[src/rtl/timer_arbiter_pkg.sv]
// rtl/timer_arbiter_pkg.sv - shared constants and state encoding for the timer arbiter
package timer_arb_pkg;

    localparam int WIDTH_DEFAULT = 5;
    localparam int NUM_REQ       = 2;

    typedef enum logic [1:0] {
        IDLE = 2'd0,
        RUN  = 2'd1,
        DONE = 2'd2
    } state_e;

endpackage

[src/rtl/timer_arbiter_if.sv]
// rtl/timer_arbiter_if.sv - request/grant bundle between requesters and the timer arbiter
interface timer_arbiter_if
    import timer_arb_pkg::*;
#(
    parameter int WIDTH = WIDTH_DEFAULT
);

    logic [NUM_REQ-1:0] req;
    logic [WIDTH-1:0]   len0;
    logic [WIDTH-1:0]   len1;
    logic [NUM_REQ-1:0] grant;
    logic [NUM_REQ-1:0] done;
    logic               busy;
    logic [WIDTH-1:0]   count;

    modport master (
        output req, len0, len1,
        input  grant, done, busy, count
    );

    modport slave (
        input  req, len0, len1,
        output grant, done, busy, count
    );

endinterface

[src/rtl/timer_arbiter_count_core.sv]
// rtl/timer_arbiter_count_core.sv - shared saturating down-counter with load
module count_core
    import timer_arb_pkg::*;
#(
    parameter int WIDTH = WIDTH_DEFAULT
) (
    input  logic             clk,
    input  logic             reset,
    input  logic             load,
    input  logic [WIDTH-1:0] load_val,
    input  logic             en,
    output logic [WIDTH-1:0] count,
    output logic             zero
);

    logic [WIDTH-1:0] count_q;
    logic [WIDTH-1:0] count_d;

    // Load wins over decrement; decrement stops at zero so the counter never wraps.
    always_comb begin
        count_d = count_q;
        if (load) begin
            count_d = load_val;
        end else if (en && (count_q != '0)) begin
            count_d = count_q - 1'b1;
        end
    end

    always_ff @(posedge clk) begin
        if (!reset) begin
            count_q <= '0;
        end else begin
            count_q <= count_d;
        end
    end

    assign count = count_q;
    assign zero  = (count_q == '0);

endmodule

[src/rtl/timer_arbiter.sv]
// rtl/timer_arbiter.sv - round-robin owner selection and interval FSM for one shared down-counter
module timer_arbiter
    import timer_arb_pkg::*;
#(
    parameter int WIDTH = WIDTH_DEFAULT
) (
    input  logic            clk,
    input  logic            reset,
    timer_arbiter_if.slave  bus
);

    state_e             state_q, state_d;
    logic [NUM_REQ-1:0] grant_q, grant_d;
    logic [NUM_REQ-1:0] done_q, done_d;
    logic               busy_q, busy_d;
    logic               last_q, last_d;

    logic               load;
    logic [WIDTH-1:0]   load_val;
    logic               en;
    logic               zero;
    logic [WIDTH-1:0]   count;
    logic               win;
    logic               owner_req;

    // last_q names the most recent winner; on a tie the other requester goes next.
    always_comb begin
        if (bus.req == 2'b11) begin
            win = ~last_q;
        end else begin
            win = bus.req[1];
        end
    end

    assign owner_req = |(bus.req & grant_q);

    always_comb begin
        state_d  = state_q;
        grant_d  = grant_q;
        done_d   = '0;
        last_d   = last_q;
        load     = 1'b0;
        load_val = '0;
        en       = 1'b0;
        case (state_q)
            IDLE: begin
                grant_d = '0;
                if (bus.req != '0) begin
                    state_d  = RUN;
                    grant_d  = win ? 2'b10 : 2'b01;
                    last_d   = win;
                    load     = 1'b1;
                    load_val = win ? bus.len1 : bus.len0;
                end
            end
            RUN: begin
                // A dropped owner request is an abort and outranks interval completion.
                if (!owner_req) begin
                    state_d = IDLE;
                    grant_d = '0;
                    load    = 1'b1;
                end else if (zero) begin
                    state_d = DONE;
                    done_d  = grant_q;
                    grant_d = '0;
                end else begin
                    en = 1'b1;
                end
            end
            DONE: begin
                state_d = IDLE;
                grant_d = '0;
            end
            default: begin
                state_d = IDLE;
                grant_d = '0;
            end
        endcase
        busy_d = (state_d != IDLE);
    end

    always_ff @(posedge clk) begin
        if (!reset) begin
            state_q <= IDLE;
            grant_q <= '0;
            done_q  <= '0;
            busy_q  <= 1'b0;
            last_q  <= 1'b1;
        end else begin
            state_q <= state_d;
            grant_q <= grant_d;
            done_q  <= done_d;
            busy_q  <= busy_d;
            last_q  <= last_d;
        end
    end

    count_core #(.WIDTH(WIDTH)) u_count_core (
        .clk      (clk),
        .reset    (reset),
        .load     (load),
        .load_val (load_val),
        .en       (en),
        .count    (count),
        .zero     (zero)
    );

    assign bus.grant = grant_q;
    assign bus.done  = done_q;
    assign bus.busy  = busy_q;
    assign bus.count = count;

endmodule
[src/flat_wrapper.sv]
// flat-port wrapper written by rule: the top's interface ports become plain ports
module timer_arbiter_flat import timer_arb_pkg::*;
#(
    parameter int WIDTH = WIDTH_DEFAULT
)
  (clk, reset, bus_req, bus_len0, bus_len1, bus_grant, bus_done, bus_busy, bus_count);
  timer_arbiter_if #(.WIDTH(WIDTH)) bus_i ();
  input  logic clk;
  input  logic reset;
  input wire logic [$bits(bus_i.req)-1:0] bus_req;
  input wire logic [$bits(bus_i.len0)-1:0] bus_len0;
  input wire logic [$bits(bus_i.len1)-1:0] bus_len1;
  output wire logic [$bits(bus_i.grant)-1:0] bus_grant;
  output wire logic [$bits(bus_i.done)-1:0] bus_done;
  output wire logic [$bits(bus_i.busy)-1:0] bus_busy;
  output wire logic [$bits(bus_i.count)-1:0] bus_count;
  assign bus_i.req = bus_req;
  assign bus_i.len0 = bus_len0;
  assign bus_i.len1 = bus_len1;
  assign bus_grant = bus_i.grant;
  assign bus_done = bus_i.done;
  assign bus_busy = bus_i.busy;
  assign bus_count = bus_i.count;
  timer_arbiter #(.WIDTH(WIDTH)) u_core (.clk(clk), .reset(reset), .bus(bus_i));
endmodule
[config.mk]
export PLATFORM = sky130hd
export DESIGN_NAME = timer_arbiter_flat
export DESIGN_NICKNAME = d
export VERILOG_FILES = /design/src/rtl/timer_arbiter_pkg.sv /design/src/rtl/timer_arbiter_if.sv /design/src/rtl/timer_arbiter_count_core.sv /design/src/rtl/timer_arbiter.sv /design/src/flat_wrapper.sv
export SDC_FILE = /design/constraint.sdc
export NUM_CORES = 1
export LEC_CHECK = 0
export CAP_MARGIN = 20
export CORE_AREA = 2 2 43 45
export CTS_BUF_LIST = sky130_fd_sc_hd__clkbuf_8
export CTS_CLUSTER_DIAMETER = 100
export DETAILED_ROUTE_END_ITERATION = 10
export DIE_AREA = 0 0 45 47
export PLACE_DENSITY = 0.89
export RECOVER_POWER = 100
export SYNTH_ARGS = -nofsm -noshare
export SYNTH_HDL_FRONTEND = slang
export SYNTH_SLANG_ARGS = --single-unit
export TNS_END_PERCENT = 5
[constraint.sdc]
create_clock -name clk -period 1.8 [get_ports clk]
set_clock_uncertainty 0.05 [all_clocks]
set_input_delay 0.36 -clock clk [delete_from_list [all_inputs] [get_ports clk]]
set_output_delay 0.36 -clock clk [all_outputs]
set_load 0.1 [all_outputs]
==> results of run 1 <==
## state kept, by name, summed over array words and instances, names as in the netlist
register,cells
u_core.last_q,1
u_core.bus.grant,2
u_core.bus.done,2
u_core.bus.busy,1
u_core.u_count_core.count,5
u_core.state_q,2
## cells by family after synthesis
group | count (synthesis)
buf+inv | 7
mux | 2
compound gates | 29
fa+ha+maj | 1
flops | 13
simple gates | 26
## final cells by class
type	instances	area, sq um
clock buffer	3	41.3
timing repair buffer	27	264
multi-input combinational	58	432
clock inverter	1	3.75
tap	17	21.3
sequential	13	267
fill	136	604
inverter	5	18.8
## cell usage in the layout (no fill, tap or decap), types with 2 or more instances in the layout
cell type	n
clkbuf_2	6
a21o_1	2
and2_1	4
dfxtp_2	2
inv_1	6
nor3_1	2
nor2_1	5
clkbuf_8	3
a21oi_1	5
buf_12	4
o221a_1	2
dfxtp_1	10
nand2b_1	4
nor2b_1	4
clkdlybuf4s50_1	11
a22oi_1	6
o22ai_1	2
clkbuf_1	2
nand2_1	2
## path summary, 6_finish.rpt
path                                      from                      endpoint  slack, ns  cells past startpoint
setup / recovery  u_core.u_count_core.count[0]  u_core.u_count_core.count[0]        0.1                      6
hold / removal                   u_core.last_q                 u_core.last_q       0.48                      2
setup reg to reg  u_core.u_count_core.count[0]  u_core.u_count_core.count[0]        0.1                      6
hold reg to reg                  u_core.last_q                 u_core.last_q       0.48                      2
## power groups by stage
stage / sequential [mW] / combinational [mW] / clock [mW]
finish: 0.343 / 0.340 / 0.256
floorplan: 0.458 / 0.123 / 0
global route: 0.346 / 0.359 / 0.280
CTS: 0.349 / 0.365 / 0.267
detailed placement: 0.355 / 0.365 / 0
global placement: 0.353 / 0.359 / 0
## critical path: stages, from the launching register on
cell	delay (ns)
dfxtp_4	0.35
inv_1	0.05
ha_1	0.18
nor4b_2	0.37
nor3_4	0.09
or2_4	0.26
o221a_1	0.23
## per-stage QoR
step | TNS [ns] | hold slack (ns) | std cells
5_1_grt | 0 | 0.509 | 124
2_1_floorplan | -0.0382 | 0.433 | 78
6_report | 0 | 0.484 | 124
4_1_cts | 0 | 0.490 | 123
3_3_place_gp | -1.47 | 0.455 | 119
3_5_place_dp | -1.88 | 0.477 | 119
## routing by layer
| metal | GRT usage (%) | routed length (microns) | up-vias |
|---|---|---|---|
| met5 | 0 | 0 | - |
| met4 | 18.2 | 80 | 0 |
| met3 | 6.54 | 124 | 7 |
| met2 | 32.0 | 924 | 35 |
| met1 | 22.8 | 800 | 330 |
| li1 | - | - | 350 |
## what timing repair did
action,in CTS,in global routing
buffers inserted,0,1
endpoints found under the setup margin,3,4
pin swaps,1,2
resized for setup,1,1
==> metrics.md, run 1 <==
| Metric | Value |
|---|---|
| Mux cell area share after synthesis | 2.92% |
| Slew Viols, Final | 0 |
| Top post-synthesis cells by count | 13 x dfxtp_1, 6 x a22oi_1, 5 x a21oi_1, 5 x inv_1 |
| Design Power | 939 uW |
| Compound-Gate Fraction of Synth Area | 32.3% |
| Final worst slack | 0.0997 ns |
| Worst ir drop on vdd | 0.621 mV |
| Layout cells sized above 1 | 23.4% |
| Post-layout minimum cycle time | 1.70 ns |
| Total of max-cap violations | 0 |
| Remaining DRCs | 0 |
| Die ar. | 2120 sq um |
| Period utilization | 94.5% |
| Slew @ Worst Pin | 0.551 ns |
| Detail Placement HPWL | 1470 microns |
| Total wire length | 1930 microns |
| Synth area leader | dfxtp_1 |
| Worst path required time | 1.88 ns |
| Worst skew pair latency | 0.24 ns |
| P_sw | 351 uW |
| IO buf count | 23 |
| Power density over cell area | 897 nW/um^2 |
| Post-DRT Antenna Nets | 0 |
| Rel. slew slack | 63.4% |
| Die H | 47 microns |
| CP max FO | 5 |
| Final Wtd Congestion | 0.823 |
| Yosys top cell area share | 35.7% |
| CTS Sinks | 13 |
| Initial antenna violation count | 0 |
| Synth unique cells | 36 |
| Sequential Power Share | 36.5% |
| Largest net degree at the start of global routing | 11 |
| Startpoint class of the critical path | register |
| Vias | 722 |
| Clock-pin slew on the worst setup and hold paths | 0.06 ns |
| Main synth FF type | dfxtp_1 |
| Crit path DAT | 1.78 ns |
| Gr ovfl total | 0 |
| Fin area | 1050 sq um |
| Seq/Total Area, Yosys | 35.7% |
| CTS Hold Bufs | 0 |
| Syn Area/Cell | 9.34 sq um |
| Netlist Area Pre-Place | 728 sq um |
| Leakage | 0.434 nW |
| Total track usage | 20.6% |
| Width of the die | 45 microns |
| Core ar. | 1650 sq um |
| Pre-CTS setup slack | -0.284 ns |
| Critical setup path kind | reg2reg |
| DRT iter0 DRCs | 22 |
| Worst Hold Class | reg2reg |
| Final Hold Fails | 0 |
| Syn. warnings | 0 |
| Post-Synthesis Cells | 78 |
| EDFF count, synth | 0 |
| Logic pwr share | 36.2% |
| Final Setup Violations | 0 |
| Top cells by area, synth | dfxtp_1 36%, a22oi_1 6.2%, a21oi_1 3.4% |
| CTS H-tree depth | 1 |
| ANT cells | 0 |
| Count leader, synth | dfxtp_1 |
| Row count | 15 |
| P&R area growth vs syn | 43.8% |
| Post-Synth Simple-Gate Area | 22.7% |
| Internal Dissipation | 588 uW |
| DRT Pass-1 Iters | 4 |
| Max Fclk | 588 MHz |
| Vias in the first global route | 645 |
| WL per Instance | 15.6 microns |
| First-pass GRT wire length | 2900 microns |
| Syn_nets | 93 |
| Sw frac | 37.4% |
| Final net count | 123 |
| RSZ-0062 raised after global routing | false |
| CP Capture Type | register |
| Adder-Cell Fraction of Synth Area | 1.72% |
| Final core utilization | 63.4% |
| Vias per cell | 5.82 |
| Yosys reg bits | 13 |
| Status | finished, final reports clean |
| CTS tree | done |
| FFs w/ async S/R, synth | 0% |
| CTS Buffer Depth | 2 |
| Ports | 24 |
| Clock power share | 27.2% |
| Initial core utilization | 44.1% |
| Largest family of logic cells by synthesized area | compound AO/OA/AOI/OAI gates |
| CTS buffer count | 3 |
| XOR/XNOR Fraction of Synth Area | 0% |
| Clk Tree Root Cell | clkbuf_8 |
| Placed Area | 1100 sq um |
Power figures use the tool's default switching activity.
==> run 2, diff against run 1 <==
SLEW_MARGIN = 20   (was default)
==> results of run 2 <==
The final DEF is identical to that of run 1; final timing and power are the same.
==> run 3, diff against run 2 <==
CORE_AREA = 2 2 44 46   (was 2 2 43 45)
DIE_AREA = 0 0 46 48   (was 0 0 45 47)
PLACE_DENSITY = 0.86   (was 0.89)
==> metrics.md, run 3 (synthesized netlist as in run 1, its figures left out) <==
| Metric | Value |
|---|---|
| Status | finished, final reports clean |
| Vias per cell | 5.88 |
| Max stage delay cell, worst path | dfxtp_4 |
| Final Setup Violations | 0 |
| Reg2Reg Depth | 6 |
| Worst Hold Class | reg2reg |
| P&R area growth vs syn | 45.2% |
| Clk Tree Root Cell | clkbuf_8 |
| Power density over cell area | 903 nW/um^2 |
| Die H | 48 microns |
| Fin area | 1060 sq um |
| WL per Instance | 16.1 microns |
| Final net count | 121 |
| Initial antenna violation count | 0 |
| CP Capture Type | register |
| CP max FO | 6 |
| Row count | 15 |
| DRT iter0 DRCs | 35 |
| Clock-pin slew on the worst setup and hold paths | 0.06 ns |
| ANT cells | 0 |
| Met3 Use GR | 4.15% |
| Critical path's largest stage delay | 0.36 ns |
| CTS tree | done |
| Remaining DRCs | 0 |
| CTS Buffer Depth | 2 |
| CTS H-tree depth | 1 |
| Critical setup path kind | reg2reg |
| Post-CTS Setup Bufs | 0 |
| Placed Area | 1090 sq um |
| Ports | 24 |
| Fin Hold WS | 0.489 ns |
| Worst ir drop on vdd | 0.497 mV |
| Slew Viols, Final | 0 |
| Hold Path Cell Cnt | 2 |
| Width of the die | 46 microns |
| Gr ovfl total | 0 |
| Top delay family on crit path | simple AND/OR/NAND/NOR gates |
| Largest register FFs | 5 |
| Period utilization | 92.6% |
| Max Fclk | 600 MHz |
| DRT Pass-1 Iters | 4 |
| CTS buffer count | 3 |
| First-pass GRT wire length | 2990 microns |
| Total track usage | 19.9% |
| Final Hold Fails | 0 |
| Most frequent cells in the layout | 11 x dfxtp_1, 10 x clkdlybuf4s50_1, 6 x inv_1, 6 x a22oi_1 |
| Most used routing layer | met2 |
| Met2 Usage GRT | 33.1% |
| Hold wc startpoint | u_core.last_q |
| Post-layout minimum cycle time | 1.67 ns |
| Reg-to-reg slack, setup | 0.13 ns |
| Vias | 717 |
| RSZ-0062 raised after global routing | false |
| Most common cell after layout, fill and taps aside | dfxtp_1 |
| Worst skew pair latency | 0.25 ns |
| Final Wtd Congestion | 0.811 |
| Leakage | 0.441 nW |
| Final setup TNS | 0 ns |
| Die ar. | 2210 sq um |
| Vias in the first global route | 662 |
| Slew @ Worst Pin | 0.544 ns |
| Layout cells sized above 1 | 23.8% |
| Final core utilization | 62.6% |
| WHS Endpoint | u_core.last_q |
| Worst path required time | 1.88 ns |
| Startpoint class of the critical path | register |
| Initial core utilization | 43.1% |
| Post-DRT Antenna Nets | 0 |
| Total of max-cap violations | 0 |
| Core ar. | 1690 sq um |
| Worst Path Buf+Inv | 1 |
| R2r startpoint | u_core.u_count_core.count[0] |
| CTS Sinks | 13 |
| Met1 Use GR | 23.1% |
| Rel. slew slack | 63.9% |
| Largest net degree at the start of global routing | 11 |
| R2R Path End | u_core.u_count_core.count[0] |
| Critical-path cell list | inv_1 > ha_1 > nor4b_4 > nor3_4 > or2_4 > o221a_1 |
| Crit path DAT | 1.75 ns |
| Total wire length | 1960 microns |
| IO buf count | 23 |
| Detail Placement HPWL | 1430 microns |
## run 3: cell types whose count changed in the layout (fill, tap and decap cells not counted), sizes merged
| cell | previous run | this run |
|---|---|---|
| clkbuf | 12 | 9 |
| dlygate4sd3 | 0 | 1 |
| buf | 5 | 6 |
| clkdlybuf4s50 | 11 | 10 |
## run 3: area by class of cell
type	count	area, sq um
sequential	13	265
timing repair buffer	25	272
tap	17	21.3
clock buffer	3	41.3
inverter	5	18.8
multi-input combinational	58	435
clock inverter	1	3.75
fill	131	632
## run 3: worst max-delay path by stage
| stage | start | endpoint | slack (ns) | depth (start not counted) |
|---|---|---|---|---|
| finish | u_core.u_count_core.count[0] | u_core.u_count_core.count[0] | 0.13 | 6 |
| global route | u_core.u_count_core.count[0] | u_core.u_count_core.count[0] | 0.04 | 6 |
| CTS | bus_req[1] | u_core.u_count_core.count[0] | -0.004 | 5 |
| detailed placement | bus_req[0] | u_core.u_count_core.count[0] | -0.28 | 5 |
| global placement | bus_req[1] | u_core.u_count_core.count[2] | -0.24 | 6 |
| floorplan | u_core.u_count_core.count[1] | u_core.u_count_core.count[1] | -0.02 | 6 |
## run 3: what timing repair did
item                                    in CTS  in global routing
pin swaps                                    1                  2
endpoints found under the setup margin       4                  7
resized for setup                            1                  2
hold buffers                                 0                  0
gates cloned                                 0                  0
## run 3: power breakdown
| part | switching, mW | total [mW] | internal (mW) |
|---|---|---|---|
| combinational | 0.212 | 0.347 | 0.135 |
| sequential | 0.0402 | 0.350 | 0.310 |
| clock | 0.107 | 0.258 | 0.151 |
## run 3: worst reg2reg max path, cell delays in order, from the launching register on
cell	delay (ns)
dfxtp_4	0.36
inv_1	0.06
ha_1	0.22
nor4b_4	0.29
nor3_4	0.09
or2_4	0.25
o221a_1	0.24
## run 3: metrics by stage
stage | power [mW] | std cells | setup slack [ns]
finish | 0.955 | 122 | 0.133
global route | 0.988 | 122 | 0.0351
CTS | 0.978 | 122 | -0.00439
detailed placement | 0.719 | 118 | -0.284
global placement | 0.711 | 118 | -0.237
floorplan | 0.581 | 78 | -0.0193
## run 3: routing by layer
layer	share of wire, %	vias to the layer above
met1	44	333
met4	2.8	0
li1	-	347
met3	5.2	7
met5	0	-
met2	48	30
